--- src/rtl/count_tracker.sv ---
// Tracks an upstream 4-bit up/down counter: step direction, wrap counts,
// single-entry event register with overflow flag, and direction-mismatch flag.
module count_tracker #(
  parameter int unsigned WRAP_W = 8
) (
  input  logic              clk,
  input  logic              rst,
  input  logic [3:0]        count_in,
  input  logic              mode_in,
  input  logic [3:0]        threshold,
  input  logic              clr,
  input  logic              evt_ack,
  output logic              dir,
  output logic [WRAP_W-1:0] wrap_up_cnt,
  output logic [WRAP_W-1:0] wrap_dn_cnt,
  output logic              evt_valid,
  output logic [1:0]        evt_code,
  output logic              evt_ovf,
  output logic              err_dir
);

  localparam int unsigned CNT_W  = 4;
  localparam int unsigned CODE_W = 2;

  localparam logic [CNT_W-1:0]  CNT_MAX   = '1;
  localparam logic [WRAP_W-1:0] WRAP_MAX  = '1;
  localparam logic [CODE_W-1:0] EVT_MATCH = 2'b00;
  localparam logic [CODE_W-1:0] EVT_WUP   = 2'b01;
  localparam logic [CODE_W-1:0] EVT_WDN   = 2'b10;
  localparam logic [CODE_W-1:0] EVT_JUMP  = 2'b11;

  logic [CNT_W-1:0]  r_prev;
  logic              r_mode_d;
  logic              r_prev_ok;
  logic              r_dir;
  logic [WRAP_W-1:0] r_wrap_up;
  logic [WRAP_W-1:0] r_wrap_dn;
  logic              r_evt_valid;
  logic [CODE_W-1:0] r_evt_code;
  logic              r_evt_ovf;
  logic              r_err_dir;

  logic [CNT_W-1:0]  w_delta;
  logic              w_up;
  logic              w_dn;
  logic              w_jump;
  logic              w_wrap_up;
  logic              w_wrap_dn;
  logic              w_match;
  logic              w_offer;
  logic [CODE_W-1:0] w_code;

  logic              w_dir_nxt;
  logic [WRAP_W-1:0] w_wrap_up_nxt;
  logic [WRAP_W-1:0] w_wrap_dn_nxt;
  logic              w_evt_valid_nxt;
  logic [CODE_W-1:0] w_evt_code_nxt;
  logic              w_evt_ovf_nxt;
  logic              w_err_dir_nxt;

  // Step classification; the first sample after reset only primes r_prev.
  always_comb begin
    w_delta   = count_in - r_prev;
    w_up      = r_prev_ok && (w_delta == CNT_W'(1));
    w_dn      = r_prev_ok && (w_delta == CNT_MAX);
    w_jump    = r_prev_ok && (w_delta != CNT_W'(0)) && !w_up && !w_dn;
    w_wrap_up = r_prev_ok && (r_prev == CNT_MAX) && (count_in == CNT_W'(0));
    w_wrap_dn = r_prev_ok && (r_prev == CNT_W'(0)) && (count_in == CNT_MAX);
    w_match   = (count_in == threshold) && (r_prev != threshold);
  end

  // Single offered event per cycle: jump > wrap > match.
  always_comb begin
    w_offer = 1'b0;
    w_code  = EVT_MATCH;
    if (w_jump) begin
      w_offer = 1'b1;
      w_code  = EVT_JUMP;
    end else if (w_wrap_up) begin
      w_offer = 1'b1;
      w_code  = EVT_WUP;
    end else if (w_wrap_dn) begin
      w_offer = 1'b1;
      w_code  = EVT_WDN;
    end else if (w_match) begin
      w_offer = 1'b1;
      w_code  = EVT_MATCH;
    end
  end

  // Next-state for direction, saturating wrap counters and sticky flags.
  always_comb begin
    w_dir_nxt       = r_dir;
    w_wrap_up_nxt   = r_wrap_up;
    w_wrap_dn_nxt   = r_wrap_dn;
    w_err_dir_nxt   = r_err_dir;
    w_evt_valid_nxt = r_evt_valid;
    w_evt_code_nxt  = r_evt_code;
    w_evt_ovf_nxt   = r_evt_ovf;

    if (w_up) begin
      w_dir_nxt = 1'b1;
    end else if (w_dn) begin
      w_dir_nxt = 1'b0;
    end

    if (w_wrap_up && (r_wrap_up != WRAP_MAX)) begin
      w_wrap_up_nxt = r_wrap_up + WRAP_W'(1);
    end
    if (w_wrap_dn && (r_wrap_dn != WRAP_MAX)) begin
      w_wrap_dn_nxt = r_wrap_dn + WRAP_W'(1);
    end

    if ((w_up && !r_mode_d) || (w_dn && r_mode_d)) begin
      w_err_dir_nxt = 1'b1;
    end

    // An acknowledge frees the slot in the same cycle a new event arrives.
    if (w_offer) begin
      if (!r_evt_valid || evt_ack) begin
        w_evt_valid_nxt = 1'b1;
        w_evt_code_nxt  = w_code;
      end else begin
        w_evt_ovf_nxt = 1'b1;
      end
    end else if (evt_ack) begin
      w_evt_valid_nxt = 1'b0;
    end

    // Clear beats any same-cycle increment or flag set; event slot untouched.
    if (clr) begin
      w_wrap_up_nxt = '0;
      w_wrap_dn_nxt = '0;
      w_err_dir_nxt = 1'b0;
      w_evt_ovf_nxt = 1'b0;
    end
  end

  always_ff @(posedge clk or negedge rst) begin
    if (!rst) begin
      r_prev      <= '0;
      r_mode_d    <= 1'b1;
      r_prev_ok   <= 1'b0;
      r_dir       <= 1'b1;
      r_wrap_up   <= '0;
      r_wrap_dn   <= '0;
      r_evt_valid <= 1'b0;
      r_evt_code  <= EVT_MATCH;
      r_evt_ovf   <= 1'b0;
      r_err_dir   <= 1'b0;
    end else begin
      r_prev      <= count_in;
      r_mode_d    <= mode_in;
      r_prev_ok   <= 1'b1;
      r_dir       <= w_dir_nxt;
      r_wrap_up   <= w_wrap_up_nxt;
      r_wrap_dn   <= w_wrap_dn_nxt;
      r_evt_valid <= w_evt_valid_nxt;
      r_evt_code  <= w_evt_code_nxt;
      r_evt_ovf   <= w_evt_ovf_nxt;
      r_err_dir   <= w_err_dir_nxt;
    end
  end

  assign dir         = r_dir;
  assign wrap_up_cnt = r_wrap_up;
  assign wrap_dn_cnt = r_wrap_dn;
  assign evt_valid   = r_evt_valid;
  assign evt_code    = r_evt_code;
  assign evt_ovf     = r_evt_ovf;
  assign err_dir     = r_err_dir;

endmodule

--- config.mk ---
export PLATFORM = sky130hd
export DESIGN_NAME = count_tracker
export DESIGN_NICKNAME = d
export VERILOG_FILES = /design/src/rtl/count_tracker.sv
export SDC_FILE = /design/constraint.sdc
export NUM_CORES = 1
export LEC_CHECK = 0
export BUFFER_PORTS_ARGS = -buffer_cell sky130_fd_sc_hd__buf_2
export CAP_MARGIN = 20
export CORE_ASPECT_RATIO = 1.1
export CORE_MARGIN = 2
export CORE_UTILIZATION = 53
export DETAILED_ROUTE_END_ITERATION = 12
export GPL_TIMING_DRIVEN = 1
export PLACE_DENSITY = 0.87
export SYNTH_ARGS = -nofsm -noshare
export SYNTH_HDL_FRONTEND = slang
export SYNTH_SLANG_ARGS = --single-unit
--- constraint.sdc ---
create_clock -name clk -period 2.8 [get_ports clk]
set_input_delay 0 -clock clk [delete_from_list [all_inputs] [get_ports clk]]
set_output_delay 0 -clock clk [all_outputs]
set_load 0.02 [all_outputs]
# Yosys cells after proc, flatten, opt, wreduce, memory -nomap -nowiden
# Index checks and enable logic that the tools add are counted.
# W data, S select, Z words.
[op_classes]
add_sub_neg = 3
n_eq_ne = 10
muxes = 21
n_reduce_logical = 32
[ops]
columns = ["cell", "count"]
rows = [
  ["$mux W8", 4],
  ["$add A8 B1 Y8 const B", 2],
  ["$ne A8 B8 Y1 const B", 2],
  ["$logic_and A1 B1 Y1", 14],
  ["$mux W1", 14],
  ["$eq A4 B4 Y1 const B", 3],
  ["$reduce_bool A2 Y1", 6],
  ["$logic_not A4 Y1", 2],
  ["$mux W2", 3],
  ["$reduce_and A2 Y1", 3],
  ["$eq A4 B1 Y1 const B", 1],
  ["$eq A4 B4 Y1", 1],
  ["$logic_not A1 Y1", 4],
  ["$ne A4 B4 Y1", 1],
  ["$reduce_bool A4 Y1", 1],
  ["$sub A4 B4 Y4", 1],
  ["$logic_or A1 B1 Y1", 2],
  ["$ne A2 B1 Y1 const B", 1],
  ["$ne A2 B2 Y1 const B", 1],
]
[word_totals]
register_bits = 28
inputBits = 13
out_inout_bits = 22
word_cells = 76

# Depth between registers and ports, before layout
[depth]
ltp_word = 9
depth_mapped = 7
depth_no_buf = 7

# Least setup slack after synthesis
# OpenSTA, ideal clock, no wires.
[synth_path]
path_kind = "reg2reg"
startpoint = "reg r_prev[0]"
endpoint = "reg r_err_dir, in the netlist err_dir"
arrival_time_ns = 2.106
t_required_ns = 2.718
path_slack_ns = 0.612
path_stages_with_launch = 7
path_buffers = 0
period_less_slack_ns = 2.188
path_cell_list = "dfrtp_1 -> ha_1 -> fa_1 -> xor2_1 -> or4b_4 -> or3_1 -> a31oi_1"
[synth_between]
elab_chain_len = 6
[synth_lines]
columns = ["element", "line", "source"]
rows = [
  ["from (decl)", "32", "logic [CNT_W-1:0] r_prev;"],
  ["from (signal assigned)", "152", "r_prev <= count_in;"],
  ["$sub A4 B4 Y4 (*)", "63", "w_delta = count_in - r_prev;"],
  ["$eq A4 B1 Y1 or $eq A4 B4 Y1 (tied branches)", "64, 65", ""],
  ["$logic_and A1 B1 Y1, on equally long branches", "64, 65", ""],
  ["$logic_and A1 B1 Y1", "114", "if ((w_up && !r_mode_d) || (w_dn && r_mode_d)) begin"],
  ["$logic_or A1 B1 Y1 (*)", "114", ""],
  ["$reduce_bool A2 Y1 (no line) (*)", "-", ""],
  ["to (signal assigned)", "161", "r_err_dir <= w_err_dir_nxt;"],
  ["to (decl)", "41", "logic r_err_dir;"],
]
# Every way passes the cells marked *; elsewhere a longest branch is shown, timed or not.
# A chain may end at the register's enable or synchronous reset.

# Final worst setup path
[layout_path]
startpoint = "reg r_prev[0]"
endpoint = "reg r_evt_ovf, in the netlist evt_ovf"
[layout_between]
elab_chain_len = 9
[layout_lines]
columns = ["element", "line", "source"]
rows = [
  ["$sub A4 B4 Y4", "63", ""],
  ["$eq A4 B1 Y1", "64", "w_up = r_prev_ok && (w_delta == CNT_W'(1));"],
  ["$logic_and A1 B1 Y1", "64", ""],
  ["$logic_not A1 Y1", "66", "w_jump = r_prev_ok && (w_delta != CNT_W'(0)) && !w_up && !w_dn;"],
  ["$logic_and A1 B1 Y1 (2 in series)", "66", ""],
  ["$mux W1 (*)", "76", "if (w_jump) begin"],
  ["$reduce_bool A2 Y1 (no line) (*)", "-", ""],
  ["$reduce_and A2 Y1 (no line) (*)", "-", ""],
  ["to (signal assigned)", "160", "r_evt_ovf <= w_evt_ovf_nxt;"],
  ["to (decl)", "40", "logic r_evt_ovf;"],
]
# Marks and branches as above.

==> impl_metrics.ini <==
[timing]
setup_tns_ns = 0
finClkSkew_ns = 0.00311
period_share = 0.860
relSlewSlack = 0.586
setup_ws_ns = 0.392
finalCriticalPeriod_ns = 2.41
hold_viol_final = 0
final-setup-viol-count = 0
tightest_slew_ns = 0.619
rsz0062_at_grt = false
clock.fmax_ghz = 0.415
final_max_slew_viol_count = 0

[logic_synthesis]
synthFlopType = dfrtp_1
synth_top_area_frac = 0.410
syn_area_per_cell_um2 = 10.2
synthCells = 156
netlist_top_cells_area = dfrtp_1 (41%), xnor2_1 (7.7%), xor2_1 (5.0%), nor2_1 (4.3%), ha_1 (3.9%)
ys_seq_elements = 28
yosys_warnings = 0
synth_area_mm2 = 0.00159
yosysTopAreaCell = dfrtp_1
synthArstFlopShare = 1.00
synth_edf_count = 0
synthTopCellsByCount = dfrtp_1 (26), nor2_1 (18), xnor2_1 (14)
syn_nets = 175
ys_types = 46
ys_seq_area_frac = 0.444
yosys.cell_count.top_type = dfrtp_1

[worst_setup_path]
critPathCaptureType = flip-flop
crit_arrival_ns = 2.60
max_stage_delay_ns = 0.50
worstPathMaxFanout = 4
cpMaxStageDelayCell = or4b_4
critPathTopFamily = adder cells
crit_buf_inv = 0
cp.required_ns = 2.99
rrSetupSlack_ns = 0.39
worstSetupPathType = reg -> reg
cp-start-kind = flip-flop
crit_chain = ha_1 -> fa_1 -> xor2_1 -> or4b_4 -> o221ai_1 -> a211oi_1

[drt]
routed_wl_um = 3270
first_pass_iters = 6
avgRoutedWirePerCell_um = 14.3
drt_iter0_drc = 47
via_per_inst = 5.59
vias = 1280
drcViolationCount = 0
drtAntennaViolNets = 0

[layout]
final_cell_count_no_fill = 229
syn_to_final_growth_pct = 19.3
n_fill_cell = 235
nNetsFinal = 216
final_util = 0.675
final_layout_size_suffix_gt1_frac = 0.255
antennaDiodeCount = 0
stdcell_area_mm2 = 0.00189

[global_route]
grt_pass1_vias = 1281
grt_pass1_wl_um = 5620
grt.overflow.total = 0
grt.total_usage = 0.213
antenna_found_initial = 0
grt_max_degree = 29

[placed_design]
place_congestion = 0.865
placed_area_mm2 = 0.00178
dpl.hpwl_um = 2400
dp_slack_ns = 0.456
placed_cells = 219
port_buffers = 34

[clocking]
htreeDepth = 1
clk_pin_slew_ns = 0.15
cts.sinks = 28
post_cts_buffers = 0
postCtsHoldBufs = 6
clk_latency_ns = 0.32
cts_tree = yes
cts_buffers = 3
cts_resized = 0
clock_path_buffers = 2
cts_root_buffer = clkbuf_4

[floorplanning]
start_util = 0.566
die_h_um = 61.4
ioPinCount = 35
row_count = 20
dieArea_mm2 = 0.00345
core_mm2 = 0.00280
die_x_um = 56.1

[power]
power_frac_comb = 0.166
pwr-share-clk = 0.311
sw_frac_of_total = 0.253
p_per_area_mw_per_mm2 = 448
peakVddDrop_v = 0.000481
p_seq_frac = 0.523
p_int_mw = 0.632
p_leak_nw = 0.835
p_sw_mw = 0.214

[flow_run]
cap_violations = 0

[status]
status = finished clean

[min_path]
hp-class = in -> reg
## per-layer routing
layer  vias up  routed length (um)  global-route usage
met1       613                1380               0.242
met2        30                1710               0.418
met3         6                 126              0.0336
met5         -                   0                   0
met4         0                  50              0.0680
li1        631                   -                   -
## power by group through the flow
stage	registers [mW]	clock network, mW	logic [mW]
final	0.442	0.263	0.140
after global routing	0.447	0.286	0.156
after CTS	0.442	0.268	0.142
after detailed placement	0.450	0	0.134
after global placement	0.449	0	0.127
after floorplan	0.467	0	0.0654
## worst reg2reg max path: cells and delay by family (launching register included)
kind / cells / cell delay, ns
adders and majority gates: 2 / 0.61
AOI/OAI and AO/OA: 2 / 0.54
and+or+nand+nor: 1 / 0.50
DFF: 1 / 0.45
xor gates and xnor gates: 1 / 0.19
## area by class of cell
| class | count | area, um2 | area share |
|---|---|---|---|
| clock buffers | 3 | 22.5 | 0.0119 |
| well taps | 33 | 41.3 | 0.0218 |
| multi-input cells | 116 | 833 | 0.441 |
| clock inverters | 1 | 30.0 | 0.0159 |
| flip-flops and latches | 28 | 703 | 0.372 |
| repair buffers | 40 | 230 | 0.122 |
| inverters | 8 | 30.0 | 0.0159 |
## metrics by stage
step	power (mW)	hold WS [ns]
final	0.846	0.0402
after floorplan	0.533	-0.296
after CTS	0.853	0.0342
after global routing	0.889	0.0237
after global placement	0.577	0.0445
after detailed placement	0.584	0.0506
## placed cells by master (no fill, tap or decap), types with 4 or more instances in the layout
cell type      instances
a2111oi_0              4
a21oi_1                4
buf_2                 34
dfrtp_1               26
dlygate4sd3_1          6
ha_1                   5
inv_1                  8
nand2_1               11
nand3_1                6
nor2_1                18
xnor2_1               14
xor2_1                 9
## final timing paths
path	startpoint	to	cells past startpoint
hold / removal	clr	wrap_dn_cnt[0]	2
setup / recovery	r_prev[0]	evt_ovf	6
setup reg to reg	r_prev[0]	evt_ovf	6
hold reg to reg	err_dir	err_dir	2
max in group asynchronous	rst	wrap_up_cnt[1]	2
min in group asynchronous	rst	wrap_up_cnt[5]	2
## flip-flops by register name (all words and copies together) (netlist names)
register     flops
dir              1
err_dir          1
evt_code         2
evt_ovf          1
evt_valid        1
r_mode_d         1
r_prev           4
r_prev_ok        1
wrap_dn_cnt      8
wrap_up_cnt      8
## logic make-up after synthesis
| logic type | synth area share |
|---|---|
| other cells | 0.00237 |
| fa+ha+maj | 0.0521 |
| flops | 0.444 |
| mux | 0.00631 |
| buf+inv | 0.0308 |
| simple gates | 0.254 |
| xor+xnor | 0.127 |
| compound gates | 0.0837 |
Power figures use the tool's default switching activity.
